File: src/rtl/regfile_wb_sched_pkg.sv
// -----------------------------------------------------------------------------
// regfile_wb_sched_pkg
// Shared widths, types and constants for the register-file write-back
// scheduler: register address / data word types, the 37-bit queued
// write-back entry, and the arbitration grant encoding.
// -----------------------------------------------------------------------------
package regfile_wb_sched_pkg;

  localparam int REG_ADDR_W = 5;
  localparam int XLEN       = 32;
  localparam int NUM_REGS   = 1 << REG_ADDR_W;

  typedef logic [REG_ADDR_W-1:0] reg_addr_t;
  typedef logic [XLEN-1:0]       word_t;

  localparam word_t ZERO_WORD = '0;

  // One queued load result: destination register above the data word.
  typedef struct packed {
    reg_addr_t rd;
    word_t     data;
  } wb_entry_t;

  // Which requester owns the register-file write port this cycle.
  typedef enum logic [1:0] {
    GRANT_NONE = 2'd0,
    GRANT_A    = 2'd1,
    GRANT_B    = 2'd2
  } grant_e;

endpackage

File: src/rtl/regfile_wb_sched_if.sv
// -----------------------------------------------------------------------------
// regfile_wb_sched_if
// Bundles every non-clock signal of the write-back scheduler.
//   Port A  : a_valid/a_ready/a_rd/a_data   (execute result, high priority)
//   Port B  : b_valid/b_ready/b_rd/b_data   (load result, queued)
//   Issue   : iss_valid/iss_rd, rs1/rs2 -> hazard
//   RF port : rf_wen/rf_rd/rf_data, plus busy_vec scoreboard view
// master = pipeline side driving requests; slave = the scheduler.
// -----------------------------------------------------------------------------
interface regfile_wb_sched_if;
  import regfile_wb_sched_pkg::*;

  logic      a_valid;
  logic      a_ready;
  reg_addr_t a_rd;
  word_t     a_data;

  logic      b_valid;
  logic      b_ready;
  reg_addr_t b_rd;
  word_t     b_data;

  logic      iss_valid;
  reg_addr_t iss_rd;
  reg_addr_t rs1;
  reg_addr_t rs2;
  logic      hazard;

  logic      rf_wen;
  reg_addr_t rf_rd;
  word_t     rf_data;
  logic [NUM_REGS-1:0] busy_vec;

  modport master (
    output a_valid, a_rd, a_data,
    output b_valid, b_rd, b_data,
    output iss_valid, iss_rd, rs1, rs2,
    input  a_ready, b_ready, hazard,
    input  rf_wen, rf_rd, rf_data, busy_vec
  );

  modport slave (
    input  a_valid, a_rd, a_data,
    input  b_valid, b_rd, b_data,
    input  iss_valid, iss_rd, rs1, rs2,
    output a_ready, b_ready, hazard,
    output rf_wen, rf_rd, rf_data, busy_vec
  );

endinterface

File: src/rtl/regfile_wb_sched_wb_fifo.sv
// -----------------------------------------------------------------------------
// wb_fifo
// Small synchronous FIFO holding queued port-B write-backs ({rd, data}).
// Ports:
//   clk, rst_n    : clock; rst_n is an active-HIGH synchronous reset
//   i_push/i_push_data : enqueue (ignored when full)
//   i_pop         : dequeue the head (ignored when empty)
//   o_head        : current head entry (valid when !o_empty)
//   o_full/o_empty: occupancy flags
// DEPTH must be a power of two so the pointers wrap naturally.
// -----------------------------------------------------------------------------
module wb_fifo
  import regfile_wb_sched_pkg::*;
#(
  parameter int DEPTH = 2
) (
  input  logic      clk,
  input  logic      rst_n,
  input  logic      i_push,
  input  wb_entry_t i_push_data,
  input  logic      i_pop,
  output wb_entry_t o_head,
  output logic      o_full,
  output logic      o_empty
);

  localparam int PTR_W = $clog2(DEPTH);
  localparam int CNT_W = PTR_W + 1;

  wb_entry_t        r_mem [DEPTH];
  logic [PTR_W-1:0] r_wr_ptr;
  logic [PTR_W-1:0] r_rd_ptr;
  logic [CNT_W-1:0] r_count;
  logic             w_push;
  logic             w_pop;

  assign o_full  = (r_count == CNT_W'(DEPTH));
  assign o_empty = (r_count == '0);
  assign w_push  = i_push && !o_full;
  assign w_pop   = i_pop && !o_empty;
  assign o_head  = r_mem[r_rd_ptr];

  // NOTE: sequential state uses non-blocking (<=) so every register samples
  // pre-edge values; blocking here would create ordering-dependent races.
  always_ff @(posedge clk) begin
    if (rst_n) begin
      r_wr_ptr <= '0;
      r_rd_ptr <= '0;
      r_count  <= '0;
    end else begin
      if (w_push) r_wr_ptr <= r_wr_ptr + PTR_W'(1);
      if (w_pop)  r_rd_ptr <= r_rd_ptr + PTR_W'(1);
      case ({w_push, w_pop})
        2'b10:   r_count <= r_count + CNT_W'(1);
        2'b01:   r_count <= r_count - CNT_W'(1);
        default: r_count <= r_count;
      endcase
    end
  end

  // NOTE: storage is deliberately not reset; clearing the count and pointers
  // already makes stale entries unreachable, and un-reset arrays map to RAM.
  always_ff @(posedge clk) begin
    if (w_push) r_mem[r_wr_ptr] <= i_push_data;
  end

endmodule

File: src/rtl/regfile_wb_sched.sv
// -----------------------------------------------------------------------------
// regfile_wb_sched
// Write-back scheduler and scoreboard in front of the 32x32 register file.
// Ports:
//   clk   : clock
//   rst_n : synchronous reset, active-HIGH despite its name
//   bus   : regfile_wb_sched_if.slave (A/B requests, issue/hazard, RF write)
// Port A (execute) normally wins the single write port; port B (loads) is
// queued in wb_fifo and forced through once its head has lost MAX_WAIT
// times. Writes are registered one cycle after the grant. One busy bit per
// register is set on issue and cleared by the granted write-back.
// -----------------------------------------------------------------------------
module regfile_wb_sched
  import regfile_wb_sched_pkg::*;
#(
  parameter int DEPTH    = 2,
  parameter int MAX_WAIT = 4
) (
  input logic               clk,
  input logic               rst_n,
  regfile_wb_sched_if.slave bus
);

  localparam int WAIT_W = $clog2(MAX_WAIT + 1);

  wb_entry_t           w_head;
  wb_entry_t           w_push_data;
  logic                w_full;
  logic                w_empty;
  logic                w_push;
  logic                w_force;
  grant_e              w_grant;
  reg_addr_t           w_wr_rd;
  word_t               w_wr_data;
  logic [NUM_REGS-1:0] w_busy_next;

  logic [WAIT_W-1:0]   r_wait;
  logic                r_rf_wen;
  reg_addr_t           r_rf_rd;
  word_t               r_rf_data;
  logic [NUM_REGS-1:0] r_busy;

  // ---------------------------------------------------------------- port B
  // A new load never bypasses the queue: it can only win from the head.
  assign w_push      = bus.b_valid && !w_full;
  assign w_push_data = '{rd: bus.b_rd, data: bus.b_data};

  wb_fifo #(.DEPTH(DEPTH)) u_fifo (
    .clk         (clk),
    .rst_n       (rst_n),
    .i_push      (w_push),
    .i_push_data (w_push_data),
    .i_pop       (w_grant == GRANT_B),
    .o_head      (w_head),
    .o_full      (w_full),
    .o_empty     (w_empty)
  );

  // ------------------------------------------------------------ arbitration
  assign w_force     = !w_empty && (r_wait >= WAIT_W'(MAX_WAIT));
  assign bus.a_ready = !w_force;
  assign bus.b_ready = !w_full;

  // NOTE: every output of a combinational block gets a default first, so
  // no path leaves a signal unassigned and no latch is inferred.
  always_comb begin
    w_grant   = GRANT_NONE;
    w_wr_rd   = w_head.rd;
    w_wr_data = w_head.data;
    if (w_force) begin
      w_grant = GRANT_B;
    end else if (bus.a_valid) begin
      w_grant   = GRANT_A;
      w_wr_rd   = bus.a_rd;
      w_wr_data = bus.a_data;
    end else if (!w_empty) begin
      w_grant = GRANT_B;
    end
  end

  // Counts how many times the current B head has been passed over by A.
  always_ff @(posedge clk) begin
    if (rst_n) begin
      r_wait <= '0;
    end else if (w_empty || (w_grant == GRANT_B)) begin
      r_wait <= '0;
    end else if (r_wait < WAIT_W'(MAX_WAIT)) begin
      r_wait <= r_wait + WAIT_W'(1);
    end
  end

  // ------------------------------------------------------ write-back output
  // Address/data hold between writes; only the enable pulses.
  always_ff @(posedge clk) begin
    if (rst_n) begin
      r_rf_wen  <= 1'b0;
      r_rf_rd   <= '0;
      r_rf_data <= ZERO_WORD;
    end else begin
      r_rf_wen <= (w_grant != GRANT_NONE);
      if (w_grant != GRANT_NONE) begin
        r_rf_rd   <= w_wr_rd;
        r_rf_data <= w_wr_data;
      end
    end
  end

  assign bus.rf_wen  = r_rf_wen;
  assign bus.rf_rd   = r_rf_rd;
  assign bus.rf_data = r_rf_data;

  // ------------------------------------------------------------- scoreboard
  // Set is applied after clear: a newly issued producer of the same register
  // must stay pending even while an older result is written back.
  always_comb begin
    w_busy_next = r_busy;
    if (w_grant != GRANT_NONE) w_busy_next[w_wr_rd] = 1'b0;
    if (bus.iss_valid && (bus.iss_rd != '0)) w_busy_next[bus.iss_rd] = 1'b1;
    w_busy_next[0] = 1'b0;
  end

  always_ff @(posedge clk) begin
    if (rst_n) begin
      r_busy <= '0;
    end else begin
      r_busy <= w_busy_next;
    end
  end

  assign bus.busy_vec = r_busy;

  // No forwarding: a write happening this cycle does not hide the hazard.
  assign bus.hazard = ((bus.rs1 != '0) && r_busy[bus.rs1]) ||
                      ((bus.rs2 != '0) && r_busy[bus.rs2]);

endmodule
File: src/flat_wrapper.sv
// flat-port wrapper written by rule: the top's interface ports become plain ports
module regfile_wb_sched_flat import regfile_wb_sched_pkg::*;
#(
  parameter int DEPTH    = 2,
  parameter int MAX_WAIT = 4
)
  (clk, rst_n, bus_a_valid, bus_a_rd, bus_a_data, bus_b_valid, bus_b_rd, bus_b_data, bus_iss_valid, bus_iss_rd, bus_rs1, bus_rs2, bus_a_ready, bus_b_ready, bus_hazard, bus_rf_wen, bus_rf_rd, bus_rf_data, bus_busy_vec);
  regfile_wb_sched_if bus_i ();
  input logic clk;
  input logic rst_n;
  input wire logic [$bits(bus_i.a_valid)-1:0] bus_a_valid;
  input wire logic [$bits(bus_i.a_rd)-1:0] bus_a_rd;
  input wire logic [$bits(bus_i.a_data)-1:0] bus_a_data;
  input wire logic [$bits(bus_i.b_valid)-1:0] bus_b_valid;
  input wire logic [$bits(bus_i.b_rd)-1:0] bus_b_rd;
  input wire logic [$bits(bus_i.b_data)-1:0] bus_b_data;
  input wire logic [$bits(bus_i.iss_valid)-1:0] bus_iss_valid;
  input wire logic [$bits(bus_i.iss_rd)-1:0] bus_iss_rd;
  input wire logic [$bits(bus_i.rs1)-1:0] bus_rs1;
  input wire logic [$bits(bus_i.rs2)-1:0] bus_rs2;
  output wire logic [$bits(bus_i.a_ready)-1:0] bus_a_ready;
  output wire logic [$bits(bus_i.b_ready)-1:0] bus_b_ready;
  output wire logic [$bits(bus_i.hazard)-1:0] bus_hazard;
  output wire logic [$bits(bus_i.rf_wen)-1:0] bus_rf_wen;
  output wire logic [$bits(bus_i.rf_rd)-1:0] bus_rf_rd;
  output wire logic [$bits(bus_i.rf_data)-1:0] bus_rf_data;
  output wire logic [$bits(bus_i.busy_vec)-1:0] bus_busy_vec;
  assign bus_i.a_valid = bus_a_valid;
  assign bus_i.a_rd = bus_a_rd;
  assign bus_i.a_data = bus_a_data;
  assign bus_i.b_valid = bus_b_valid;
  assign bus_i.b_rd = bus_b_rd;
  assign bus_i.b_data = bus_b_data;
  assign bus_i.iss_valid = bus_iss_valid;
  assign bus_i.iss_rd = bus_iss_rd;
  assign bus_i.rs1 = bus_rs1;
  assign bus_i.rs2 = bus_rs2;
  assign bus_a_ready = bus_i.a_ready;
  assign bus_b_ready = bus_i.b_ready;
  assign bus_hazard = bus_i.hazard;
  assign bus_rf_wen = bus_i.rf_wen;
  assign bus_rf_rd = bus_i.rf_rd;
  assign bus_rf_data = bus_i.rf_data;
  assign bus_busy_vec = bus_i.busy_vec;
  regfile_wb_sched #(.DEPTH(DEPTH), .MAX_WAIT(MAX_WAIT)) u_core (.clk(clk), .rst_n(rst_n), .bus(bus_i));
endmodule
File: config.mk
export PLATFORM = sky130hd
export DESIGN_NAME = regfile_wb_sched_flat
export DESIGN_NICKNAME = d
export VERILOG_FILES = /design/src/rtl/regfile_wb_sched_pkg.sv /design/src/rtl/regfile_wb_sched_if.sv /design/src/rtl/regfile_wb_sched_wb_fifo.sv /design/src/rtl/regfile_wb_sched.sv /design/src/flat_wrapper.sv
export SDC_FILE = /design/constraint.sdc
export NUM_CORES = 1
export LEC_CHECK = 0
export CORE_UTILIZATION = 25
export CTS_CLUSTER_SIZE = 16
export DETAILED_ROUTE_END_ITERATION = 8
export HOLD_SLACK_MARGIN = 0.03
export PLACE_DENSITY = 0.56
export SKIP_CTS_REPAIR_TIMING = 1
export SLEW_MARGIN = 10
export SYNTH_ARGS = -nofsm -noshare
export SYNTH_HDL_FRONTEND = slang
export SYNTH_SLANG_ARGS = --single-unit
File: constraint.sdc
create_clock -name clk -period 2.5 [get_ports clk]
set_input_delay 0.5 -clock clk [delete_from_list [all_inputs] [get_ports clk]]
set_output_delay 0.5 -clock clk [all_outputs]
set_load 0.01 [all_outputs]
# --- After elaboration in Yosys (flattened, before gate mapping) ---
# Memory sizes are Yosys's and may differ from the RTL's. A register that Yosys moved wholly into a read port is not among the register bits.
# Cells that the tools add are included.
totals:
  register_bits: 77
  mem_bits_rw: 74
  input_bits: 94
  out_inout_bits: 73
  elab_cells: 73
  n_memories: 1
mem_list:
  columns: ["memory", "depth", "width", "read_ports", "rd_ports_with_merged_regs", "write_ports", "line", "rtl"]
  rows:
  - ["u_core.u_fifo.r_mem", 2, 37, 1, 1, 1, "regfile_wb_sched_wb_fifo.sv:30", "wb_entry_t r_mem [DEPTH];"]
op_classes:
  n_addsub: 5
  magnitude_cmp: 8
  n_eq_ne: 4
  n_mux: 22
  bitwise_logic: 3
  n_reduce_logical: 21
op_table:
  columns: ["operator", "count"]
  rows:
  - ["32-bit 2-to-1 mux", 4]
  - ["32-bit AND", 1]
  - ["32-bit inverter", 1]
  - ["32-bit OR", 1]
  - ["5-bit by 6-bit less-than comparator with 1-bit output, second input constant", 4]
  - ["5-bit nonzero test", 3]
  - ["1-bit binary-select mux with 5-bit select", 2]
  - ["1-bit demux with 5-bit select", 2]
  - ["5-bit by 1-bit >= comparator with 1-bit output, second input constant", 2]
  - ["5-bit 2-to-1 mux", 2]
  - ["1-bit logical AND", 9]
  - ["1-bit 2-to-1 mux", 8]
  - ["2-bit == test, second input constant", 3]
  - ["2-bit 2-to-1 mux", 3]
  - ["2-bit case mux with 2 select lines", 1]
  - ["2-bit nonzero test", 2]
  - ["3-bit by 1-bit adder with 3-bit output, second input constant", 1]
  - ["3-bit >= comparator, second input constant", 1]
  - ["1-bit zero test", 3]
  - ["3-bit less-than comparator, second input constant", 1]
  - ["1-bit adder, second input constant", 2]
  - ["2-bit by 1-bit adder with 2-bit output, second input constant", 1]
  - ["2-bit by 1-bit == test with 1-bit output, second input constant", 1]
  - ["2-bit zero test", 1]
  - ["other kinds (3)", 4]

# --- Depth between registers and ports, before layout ---
depth:
  ltp_word: 13
  depth_mapped: 9
  depth_no_buf: 6

# --- Modules after synthesis ---
# Synthesis repeated with hierarchy kept, for this count alone.
unflattened:
  cells_unflattened: 605
  hier_area_um2: 6735.2
by_module_without_submodules:
  columns: ["module", "n_inst", "cells_each", "area_each_um2", "seq_area_each_um2"]
  rows:
  - ["regfile_wb_sched", 1, 464, 3852.4, 1441.4]
  - ["wb_fifo", 1, 141, 2882.8, 2322.2]

# --- Worst setup path after synthesis ---
# Ideal clock, no wire load.
synth_path:
  path_type: "flip-flop to flip-flop"
  start: "register u_core.u_fifo.r_count[0]"
  end: "memory u_core.u_fifo.r_mem[0][0] in the netlist's numbering (enable)"
  setup_ps: 431
  arrival_ps: 2292
  required_ps: 2069
  path_slack_ps: -223
  stages_incl_launch_ff: 5
  n_path_buf: 1
  period_less_slack_ps: 2723
  path_cell_list: "dfxtp_1 -> buf_6 -> nand2b_1 -> nand2_1 -> nor2_1"
synth_between:
  elab_chain_len: 6
synth_lines:
  columns: ["element", "line", "rtl"]
  rows:
  - ["start, declared", "regfile_wb_sched_wb_fifo.sv:33", "logic [CNT_W-1:0] r_count;"]
  - ["start signal, assigned", "regfile_wb_sched_wb_fifo.sv:54", "2'b10: r_count <= r_count + CNT_W'(1);"]
  - ["start signal, assigned", "regfile_wb_sched_wb_fifo.sv:55", "2'b01: r_count <= r_count - CNT_W'(1);"]
  - ["start signal, assigned", "regfile_wb_sched_wb_fifo.sv:56", "default: r_count <= r_count;"]
  - ["2-bit == test *", "regfile_wb_sched_wb_fifo.sv:37", "assign o_full = (r_count == CNT_W'(DEPTH));"]
  - ["1-bit zero test *", null, null]
  - ["via bus_b_ready", "flat_wrapper.sv:22", "output wire logic [$bits(bus_i.b_ready)-1:0] bus_b_ready;"]
  - ["1-bit logical AND", "regfile_wb_sched.sv:45", "assign w_push = bus.b_valid && !w_full;"]
  - ["1-bit logical AND *", "regfile_wb_sched_wb_fifo.sv:39", "assign w_push = i_push && !o_full;"]
  - ["1-bit 2-to-1 mux *", "regfile_wb_sched_wb_fifo.sv:64", "if (w_push) r_mem[r_wr_ptr] <= i_push_data;"]
  - ["1-bit 2-to-1 mux (not written as such) *", "regfile_wb_sched_wb_fifo.sv:64", null]
  - ["end, declared", "regfile_wb_sched_wb_fifo.sv:30", null]
# Mark *: on every way through the listed nets, which the timed path passes. The rest lies on a longest branch.

# --- Final worst setup path ---
layout_path:
  start: "register u_core.r_busy[27], in the netlist u_core.bus.busy_vec[27]"
  end: "output bus_hazard"
layout_between:
  elab_chain_len: 4
  elab_cells_between_ends: 7
  classes_between: "mux (4); reduce/logical (3)"
layout_lines:
  columns: ["element", "line", "rtl"]
  rows:
  - ["start, declared", "regfile_wb_sched.sv:41", "logic [NUM_REGS-1:0] r_busy;"]
  - ["start signal, assigned", "regfile_wb_sched.sv:126", "r_busy <= w_busy_next;"]
  - ["1-bit binary-select mux with 5-bit select, on equally long branches", "regfile_wb_sched.sv:133, regfile_wb_sched.sv:134", null]
  - ["1-bit 2-to-1 mux, on equally long branches", "regfile_wb_sched.sv:133, regfile_wb_sched.sv:134", null]
  - ["1-bit logical AND, on equally long branches", "regfile_wb_sched.sv:133, regfile_wb_sched.sv:134", null]
  - ["1-bit logical OR *", "regfile_wb_sched.sv:133", "assign bus.hazard = ((bus.rs1 != '0) && r_busy[bus.rs1]) ||"]
  - ["end, declared", "flat_wrapper.sv:23", "output wire logic [$bits(bus_i.hazard)-1:0] bus_hazard;"]
# Every way passes the cells marked *; elsewhere a longest branch is shown, timed or not. The select of a mux whose other input is x is not followed.

==> flow_metrics.env <==
export IMPL_outcome="finished with violations"
export IMPL_violations="negative setup slack"
export IMPL_synth_compound_area_frac=0.169
export IMPL_synthSimpleGateAreaFrac=0.0810
export IMPL_post_drt_wl_per_cell_um=18.2
export IMPL_worst_pin_slew_ns=0.721
export IMPL_rsz0062_at_grt="true"
export IMPL_p_leak_nw=3.23
export IMPL_pre_cts_slack_ns=-0.865
export IMPL_power_density_nw_per_um2=816
export IMPL_nNetsFinal=796
export IMPL_yosys_area_share_adder=0.00391
export IMPL_numPortBuffers=165
export IMPL_cp_end_kind="output port"
export IMPL_synth_top_family_by_area="compound AO/OA/AOI/OAI gates"
export IMPL_initial_core_util=0.255
export IMPL_crit_chain="mux4_2 -> o2111ai_2 -> o41ai_2 -> or3_1 -> clkbuf_2"
export IMPL_synthXorXnorAreaFrac=0.00548
export IMPL_start_kind="register"
export IMPL_synth_top_cell_by_area="edfxtp_1"
export IMPL_ios=167
export IMPL_synth_ff_latch_count=151
export IMPL_final_setup_tns_ns=-0.0677
export IMPL_cp_data_arrival_time_ns=2.07
export IMPL_crit_type="register to output port"
export IMPL_synth_edf_count=74
export IMPL_netlist_area_um2=6390
export IMPL_drt_pass1_iter_count=8
export IMPL_track_usage=0.147
export IMPL_grt_pass1_wl_um=29600
export IMPL_hold_violations=0
export IMPL_worstSkewPairLatency_ns=0.42
export IMPL_cts_buffer_depth=2
export IMPL_gr_usage_met1=0.189
export IMPL_synthMuxAreaShare=0.117
export IMPL_syn_inst=506
export IMPL_synth_net_count=602
export IMPL_numCtsBuffers=17
export IMPL_critPathSlowestCell="mux4_2"
export IMPL_layout_commonest_cell="clkdlybuf4s50_1"
export IMPL_ir_drop_mv=0.484
export IMPL_use_met2=0.230
export IMPL_hp_class="register to register"
export IMPL_die_h_um=162
export IMPL_cts_max_level=4
export IMPL_first_global_vias=5183
export IMPL_fin_skew_ns=0.00967
export IMPL_root_buffer="clkbuf_16"
export IMPL_grt_overflow=0
export IMPL_place_congestion=0.909
export IMPL_clock_fmax_ghz=0.389
export IMPL_drive_gt1_frac=0.199
export IMPL_final_cell_mix="clkdlybuf4s50_1, dfxtp_1, edfxtp_1"
export IMPL_worst_slack_ns=-0.0677
export IMPL_rows=58
export IMPL_synthFlopType="dfxtp_1"
export IMPL_power_mw=7.54
export IMPL_ys_top_cells_by_area="edfxtp_1, dfxtp_1, mux2_2"
export IMPL_slew_headroom=0.517
export IMPL_ys_types=58
export IMPL_vias=5234
export IMPL_worstPathRequired_ns=2.00
export IMPL_clock_sinks=151
export IMPL_synth_top_area_frac=0.348
export IMPL_grt_max_degree=43
export IMPL_cts_tree="done"
export IMPL_drc_errors=0
export IMPL_async_flop_share=0
export IMPL_drv_cap=0
export IMPL_totalWireLength_um=19000
export IMPL_gr_usage_met3=0.0516
export IMPL_slew_viol_final=0
export IMPL_layout_min_cycle_time_ns=2.57
export IMPL_yosysSeqAreaShare=0.589
export IMPL_ant_nets=0
export IMPL_antenna_found_initial=2
export IMPL_worstPathMaxFanout=3
export IMPL_drtIter0Drc=468
export IMPL_period_share=1.03
export IMPL_core_area_um2=25100
export IMPL_syn_to_final_growth_pct=44.5
export IMPL_cts_clk_slew_worst_paths_ns=0.07
export IMPL_via_per_inst=5.01
export IMPL_avgSynthCellArea_um2=12.6
export IMPL_ys_warn_count=0
export IMPL_dieArea_um2=26200
export IMPL_dp_hpwl_um=13400
export IMPL_die_w_um=162
export IMPL_grt_busiest_layer="met2"
export IMPL_finalSetupViolations=1
export IMPL_crit_path_max_incr_delay_ns=0.47
[through the flow]
step / hold slack [ns] / utilization / cell area [um2] / cells
floorplan: 0.406 / - / 6400 / 506
global placement: 0.422 / 0.345 / 8670 / 1011
detailed placement: 0.426 / 0.345 / 8670 / 1011
CTS: 0.438 / 0.367 / 9220 / 1043
global route: 0.455 / 0.368 / 9240 / 1043
finish: 0.433 / 0.368 / 9240 / 1044
[Yosys cell counts (all sizes together), types with 2 or more instances]
library cell,number
dfxtp,77
edfxtp,74
nor2,53
mux2,36
o21ai,33
a222oi,32
clkbuf,23
o211ai,16
mux2i,14
o311ai,14
nor3,11
buf,10
inv,10
mux4,9
a21oi,8
nand2,8
nand3,6
nor2b,6
a211oi,5
a22oi,4
o2111ai,4
o32ai,4
or3,4
nand2b,3
nand3b,3
nor3b,3
o221ai,3
o22ai,3
a21boi,2
a21o,2
a311oi,2
and2,2
ha,2
nand4,2
nor4b,2
xnor2,2
xor2,2
[routing by layer]
metal,share of wire,wire length [um]
met5,0.00069,13
met4,0.011,215
met3,0.091,1730
met2,0.45,8580
met1,0.44,8420
[power breakdown]
part	switching, mW	leakage [nW]	internal, mW
logic	1.03	1.63	0.951
registers	0.166	1.32	2.99
clock network	1.09	0.275	1.32
total	2.28	3.23	5.26
[critical path, delay by kind of cell, from the launching register on]
| family | cells | cell delay (ns) |
|---|---|---|
| compound gates | 2 | 0.32 |
| buf+inv | 1 | 0.14 |
| flops | 1 | 0.35 |
| mux | 1 | 0.47 |
| simple gates | 1 | 0.38 |
[registers in the layout, indices dropped and copies added (netlist names), named ones only]
| signal | flops |
|---|---|
| u_core.bus.rf_rd | 5 |
| u_core.u_fifo.r_count | 2 |
| u_core.u_fifo.r_rd_ptr | 1 |
| u_core.u_fifo.r_wr_ptr | 1 |
| u_core.r_wait | 3 |
| u_core.bus.rf_data | 32 |
| u_core.u_fifo.r_mem | 74 |
| u_core.bus.rf_wen | 1 |
| u_core.bus.busy_vec | 31 |
[worst paths after layout]
path,start,end,slack (ns),cells past startpoint
setup reg to reg,register,u_core.bus.busy_vec[26],0.32,6
hold reg to reg,u_core.r_wait[0],u_core.r_wait[0],0.43,1
hold / removal,u_core.r_wait[0],u_core.r_wait[0],0.43,1
setup / recovery,u_core.bus.busy_vec[27],bus_hazard,-0.07,5
[area by class of cell]
type                            instances  area [um2]
Sequential cell                       151        3770
Clock buffer                           18         439
Fill cell                            2533       15900
Clock inverter                         14         115
Multi-Input combinational cell        311        2450
Timing Repair Buffer                  208        2000
Antenna cell                            1        2.50
Tap cell                              330         413
Inverter                               11        53.8
[cell families after synthesis]
logic type | Yosys count
multiplexers | 59
AND/OR/NAND/NOR | 107
other | 1
AO/OA/AOI/OAI | 138
XOR/XNOR | 4
buffers and inverters | 44
flip-flops | 151
adder cells (fa/ha/maj) | 2
(Power assumes the default switching activity.)
